[src/rtl/uart_word_rx.sv]
// 8N1 UART receiver that packs every four bytes into a 32-bit word and presents
// it with a running word address over a valid/ready handshake.
module uart_word_rx #(
    parameter int CLK_PER_HALF_BIT = 5208,
    parameter int ADDR_W           = 16,
    parameter int BIG_ENDIAN       = 1
) (
    input  logic              clk,
    input  logic              rst,
    input  logic              rxd,
    output logic [31:0]       word_data,
    output logic [ADDR_W-1:0] word_addr,
    output logic              word_valid,
    input  logic              word_ready,
    output logic              frame_err,
    output logic              overrun,
    output logic              busy
);
    // state | meaning
    // IDLE  | waiting for falling edge on rxd_s
    // START | mid-start-bit check, aborts on glitch
    // DATA  | sampling 8 data bits, LSB first
    // STOP  | sampling stop bit, accepts or flags the byte
    localparam logic [1:0] S_IDLE  = 2'd0;
    localparam logic [1:0] S_START = 2'd1;
    localparam logic [1:0] S_DATA  = 2'd2;
    localparam logic [1:0] S_STOP  = 2'd3;

    localparam int             CNT_W = $clog2(2 * CLK_PER_HALF_BIT + 1);
    localparam logic [CNT_W-1:0] HB_M1 = CNT_W'(CLK_PER_HALF_BIT - 1);
    localparam logic [CNT_W-1:0] BT_M1 = CNT_W'(2 * CLK_PER_HALF_BIT - 1);

    logic              rxd_s1_q, rxd_s_q;
    logic [1:0]        state_q, state_d;
    logic [CNT_W-1:0]  cnt_q, cnt_d;
    logic [2:0]        bit_idx_q, bit_idx_d;
    logic [7:0]        shift_q, shift_d;
    logic [1:0]        byte_cnt_q, byte_cnt_d;
    logic [31:0]       word_q, word_d;
    logic              done_q, done_d;
    logic              frame_err_q, frame_err_d;
    logic              overrun_q, overrun_d;
    logic [ADDR_W-1:0] addr_q, addr_d;
    logic [31:0]       word_data_q, word_data_d;
    logic [ADDR_W-1:0] word_addr_q, word_addr_d;
    logic              word_valid_q, word_valid_d;
    logic [4:0]        lane_lsb;
    logic              accept;

    assign lane_lsb = (BIG_ENDIAN != 0) ? {~byte_cnt_q, 3'b000} : {byte_cnt_q, 3'b000};

    always_comb begin
        state_d     = state_q;
        cnt_d       = cnt_q;
        bit_idx_d   = bit_idx_q;
        shift_d     = shift_q;
        byte_cnt_d  = byte_cnt_q;
        word_d      = word_q;
        done_d      = 1'b0;
        frame_err_d = frame_err_q;
        case (state_q)
            S_IDLE: begin
                if (!rxd_s_q) begin
                    state_d = S_START;
                    cnt_d   = HB_M1;
                end
            end
            S_START: begin
                if (cnt_q == '0) begin
                    if (!rxd_s_q) begin
                        state_d   = S_DATA;
                        cnt_d     = BT_M1;
                        bit_idx_d = 3'd0;
                    end else begin
                        state_d = S_IDLE;
                    end
                end else begin
                    cnt_d = cnt_q - 1'b1;
                end
            end
            S_DATA: begin
                if (cnt_q == '0) begin
                    shift_d = {rxd_s_q, shift_q[7:1]};
                    cnt_d   = BT_M1;
                    if (bit_idx_q == 3'd7) state_d = S_STOP;
                    else bit_idx_d = bit_idx_q + 1'b1;
                end else begin
                    cnt_d = cnt_q - 1'b1;
                end
            end
            default: begin
                if (cnt_q == '0) begin
                    state_d = S_IDLE;
                    if (rxd_s_q) begin
                        word_d[lane_lsb +: 8] = shift_q;
                        byte_cnt_d = byte_cnt_q + 1'b1;
                        done_d     = (byte_cnt_q == 2'd3);
                    end else begin
                        frame_err_d = 1'b1;
                    end
                end else begin
                    cnt_d = cnt_q - 1'b1;
                end
            end
        endcase
    end

    assign accept = word_valid_q & word_ready;

    // A word completing in the same cycle the previous one is taken gets the next address.
    always_comb begin
        addr_d       = accept ? addr_q + 1'b1 : addr_q;
        word_valid_d = accept ? 1'b0 : word_valid_q;
        word_data_d  = word_data_q;
        word_addr_d  = word_addr_q;
        overrun_d    = overrun_q;
        if (done_q) begin
            if (!word_valid_q || accept) begin
                word_data_d  = word_q;
                word_addr_d  = addr_d;
                word_valid_d = 1'b1;
            end else begin
                overrun_d = 1'b1;
            end
        end
    end

    always_ff @(posedge clk) begin
        if (rst) begin
            rxd_s1_q     <= 1'b1;
            rxd_s_q      <= 1'b1;
            state_q      <= S_IDLE;
            cnt_q        <= '0;
            bit_idx_q    <= '0;
            shift_q      <= '0;
            byte_cnt_q   <= '0;
            word_q       <= '0;
            done_q       <= 1'b0;
            frame_err_q  <= 1'b0;
            overrun_q    <= 1'b0;
            addr_q       <= '0;
            word_data_q  <= '0;
            word_addr_q  <= '0;
            word_valid_q <= 1'b0;
        end else begin
            rxd_s1_q     <= rxd;
            rxd_s_q      <= rxd_s1_q;
            state_q      <= state_d;
            cnt_q        <= cnt_d;
            bit_idx_q    <= bit_idx_d;
            shift_q      <= shift_d;
            byte_cnt_q   <= byte_cnt_d;
            word_q       <= word_d;
            done_q       <= done_d;
            frame_err_q  <= frame_err_d;
            overrun_q    <= overrun_d;
            addr_q       <= addr_d;
            word_data_q  <= word_data_d;
            word_addr_q  <= word_addr_d;
            word_valid_q <= word_valid_d;
        end
    end

    assign word_data  = word_data_q;
    assign word_addr  = word_addr_q;
    assign word_valid = word_valid_q;
    assign frame_err  = frame_err_q;
    assign overrun    = overrun_q;
    assign busy       = (state_q != S_IDLE) | (byte_cnt_q != 2'd0);
endmodule

[config.mk]
export PLATFORM = sky130hd
export DESIGN_NAME = uart_word_rx
export DESIGN_NICKNAME = d
export VERILOG_FILES = /design/src/rtl/uart_word_rx.sv
export SDC_FILE = /design/constraint.sdc
export NUM_CORES = 1
export LEC_CHECK = 0
export BUFFER_PORTS_ARGS = -buffer_cell sky130_fd_sc_hd__buf_2
export CORE_UTILIZATION = 40
export DETAILED_ROUTE_END_ITERATION = 10
export PLACE_DENSITY = 0.55
export RECOVER_POWER = 100
export SLEW_MARGIN = 20
export SYNTH_ARGS = -nofsm -noshare
export SYNTH_HDL_FRONTEND = slang
export SYNTH_SLANG_ARGS = --single-unit
[constraint.sdc]
create_clock -name clk -period 5.3 [get_ports clk]
set_input_delay 0 -clock clk [delete_from_list [all_inputs] [get_ports clk]]
set_output_delay 0 -clock clk [all_outputs]
set_load 0.02 [all_outputs]
==> results.cfg <==
[critical_path]
cp.arrival_ns = 3.39
critPathMaxFanout = 10
max_stage_delay_ns = 1.33
crit_path_start_kind = flop
crit_buf_inv = 1
crit_chain = inv_1 > ha_1 > or4b_1 > o41ai_1 > and3b_1 > nand2_1 > a21oi_1
critPathCaptureType = flop
critPathRequiredTime_ns = 5.46
cp_top_family = compound AO/OA/AOI/OAI gates
slowest_stage = o41ai_1
path_class = flop to flop

[global_routing]
grt_pass1_wl_um = 20300
grt_overflow_total = 0
groute.usage.overall_pct = 18.2
grt_antenna_before_repair = 0
grt_start_max_net_pins = 71
grt_pass1_vias = 4266

[clocking]
ctsHoldBuffers = 2
cts_tree = done
cts.sinks = 131
clk_pin_slew_worst_paths_ns = 0.05
cts.repair.resized = 0
h-tree-depth = 4
clock_latency_ns = 0.41
cts_root_buffer = clkbuf_16
cts_buffers = 17
postCtsSetupBuffers = 0
clock_path_buffers = 2

[min_path]
hp-class = input port to flop

[sta]
period_share_pct = 61.0
skew_ns = 0.00978
period_minus_slack_ns = 3.23
finalMaxSlewViolations = 82
relSlewSlack_pct = -98.3
tightest_slew_ns = 2.97
hold_viol = 0
fmax_mhz = 309
rsz0062_at_grt = false
holdWs_ns = 0.295
setup_tns_ns = 0
setup_viol = 0

[flow_run]
drv_cap = 2

[outcome]
status = finished with violations
violations = capacitance limit, slew limit

[placement]
gp_congestion = 0.829
portBuffers = 55
hpwlAfterDp_um = 7970
placed_area_mm2 = 0.00577

[synth]
synth_edf_count = 0
yosysTopAreaCell = dfxtp_1
ys.flop_type = dfxtp_1
postSynthAreaPerCell_um2 = 8.37
synth_fp_nets = 665
yosysUniqueCellTypes = 58
ys_seq_elements = 131
syn-cell-area_mm2 = 0.00541
yosys.area.top_type_share_pct = 48.5
ys_seq_area_share_pct = 48.5
ys_warn_count = 0
synthArstFlopShare_pct = 0
synth_area_leaders = dfxtp_1 48%, nand2_1 9.0%, a21oi_1 8.4%
synthesis.instances = 646

[drt]
wl_per_cell_um = 13.5
firstDrtPassIters = 4
viasPerCell = 5.11
drtIter0Drc = 301
via_count = 4477
wl_um = 11800
postRouteAntennaNets = 0
remaining_drc_errors = 0

[die]
start_util_pct = 41.0
die-area_mm2 = 0.0140
core_area_mm2 = 0.0132
die_x_um = 118
die_y_um = 118
core.rowCount = 42
ios = 56

[finish]
nNetsFinal = 706
layout_common_cells = 131 x dfxtp_1, 128 x nand2_1, 91 x a21oi_1, 54 x clkbuf_1, 50 x nor2_1
n_fill_cell = 1326
final_area_mm2 = 0.00629
syn_to_final_growth_pct = 16.4
layout_commonest_cell = dfxtp_1
drive_above_1_share_pct = 8.00
diodes = 0

[power]
p_per_area_mw_per_mm2 = 471
p_leak_nw = 2.19
vdd_drop_max_mv = 0.220
-- area by class of cell --
| class | count | area, um^2 | area share, % |
|---|---|---|---|
| repair buffers | 58 | 236 | 3.76 |
| multi-input cells | 467 | 2570 | 40.8 |
| well taps | 176 | 220 | 3.50 |
| clock buffers | 19 | 443 | 7.04 |
| flip-flops and latches | 131 | 2620 | 41.7 |
| inverters | 12 | 45.0 | 0.716 |
| clock inverters | 13 | 159 | 2.52 |
-- cell families (layout without fill, tap and decap cells) --
family | after synthesis | in the layout | synth area share [%]
AO/OA/AOI/OAI | 155 | 155 | 17.7
AND/OR/NAND/NOR | 278 | 278 | 23.6
buffers and inverters | 48 | 102 | 3.54
multiplexers | 3 | 3 | 0.555
adder cells (fa/ha/maj) | 15 | 15 | 3.47
flip-flops | 131 | 131 | 48.5
XOR/XNOR | 16 | 16 | 2.59
-- metrics by stage --
stage | power, mW | utilization [%] | setup WS (ns) | cells
CTS | 3.03 | 48.4 | 2.46 | 876
global placement | 1.82 | 43.7 | 2.57 | 842
floorplan | 1.68 | - | 3.01 | 646
global route | 3.13 | 47.7 | 1.59 | 876
finish | 2.96 | 47.7 | 2.07 | 876
detailed placement | 1.84 | 43.7 | 2.47 | 842
-- path summary, 6_finish.rpt --
| path | from | to | slack, ns | cells after the start |
|---|---|---|---|---|
| setup / recovery | cnt_q[0]$_SDFFE_PP0P_ | cnt_q[8]$_SDFFE_PP0P_ | 2.07 | 7 |
| hold / removal | rxd | rxd_s1_q$_SDFF_PP1_ | 0.30 | 3 |
| setup reg to reg | cnt_q[0]$_SDFFE_PP0P_ | cnt_q[8]$_SDFFE_PP0P_ | 2.07 | 7 |
| hold reg to reg | rxd_s1_q$_SDFF_PP1_ | rxd_s_q$_SDFF_PP1_ | 0.42 | 1 |
-- state kept, by name (all words and copies together), names as in the netlist --
| name | cells |
|---|---|
| rxd_s1_q | 1 |
| shift_q | 8 |
| addr_q | 16 |
| byte_cnt_q | 2 |
| rxd_s_q | 1 |
| bit_idx_q | 3 |
| cnt_q | 14 |
| done_q | 1 |
| word_data | 32 |
| word_addr | 16 |
| overrun | 1 |
| word_q | 32 |
| word_valid | 1 |
| frame_err | 1 |
| state_q | 2 |
-- Yosys cell counts (2+ instances only) --
master	instances
o21bai_1	2
xnor2_1	5
dfxtp_1	131
o21ai_2	5
a21oi_1	91
and3_1	7
a31oi_1	5
a211oi_1	11
nand2b_1	2
and2_1	6
clkbuf_1	26
or2_2	4
xor2_1	11
a21oi_2	2
nand4_1	5
buf_1	6
inv_1	12
or4_1	2
o21a_1	2
nor2b_1	2
or3_1	2
nand3_1	37
nor2_1	50
nand2_1	129
nor4_1	4
o211ai_1	3
buf_2	3
a22o_1	9
mux2i_1	3
nor3_1	14
ha_1	15
or4_4	2
o21ai_0	13
-- tightest hold or removal path, cell delays in order --
cell and delay (ns):
dlygate4sd3_1 0.51, buf_2 0.09, or2_2 0.08
-- layer usage --
metal | vias up | part of all wire, % | global-route usage (%)
li1 | 2317 | - | -
met1 | 2080 | 47 | 22.3
met2 | 70 | 49 | 29.8
met3 | 10 | 3.6 | 5.16
met4 | 0 | 1.0 | 7.45
met5 | - | 0 | 0
-- where the power goes --
group | internal (mW) | total [mW] | switching, mW
combinational | 0.247 | 0.709 | 0.462
sequential | 1.03 | 1.08 | 0.0520
clock | 0.751 | 1.18 | 0.424
No activity file was read; power rests on OpenSTA's default activity.
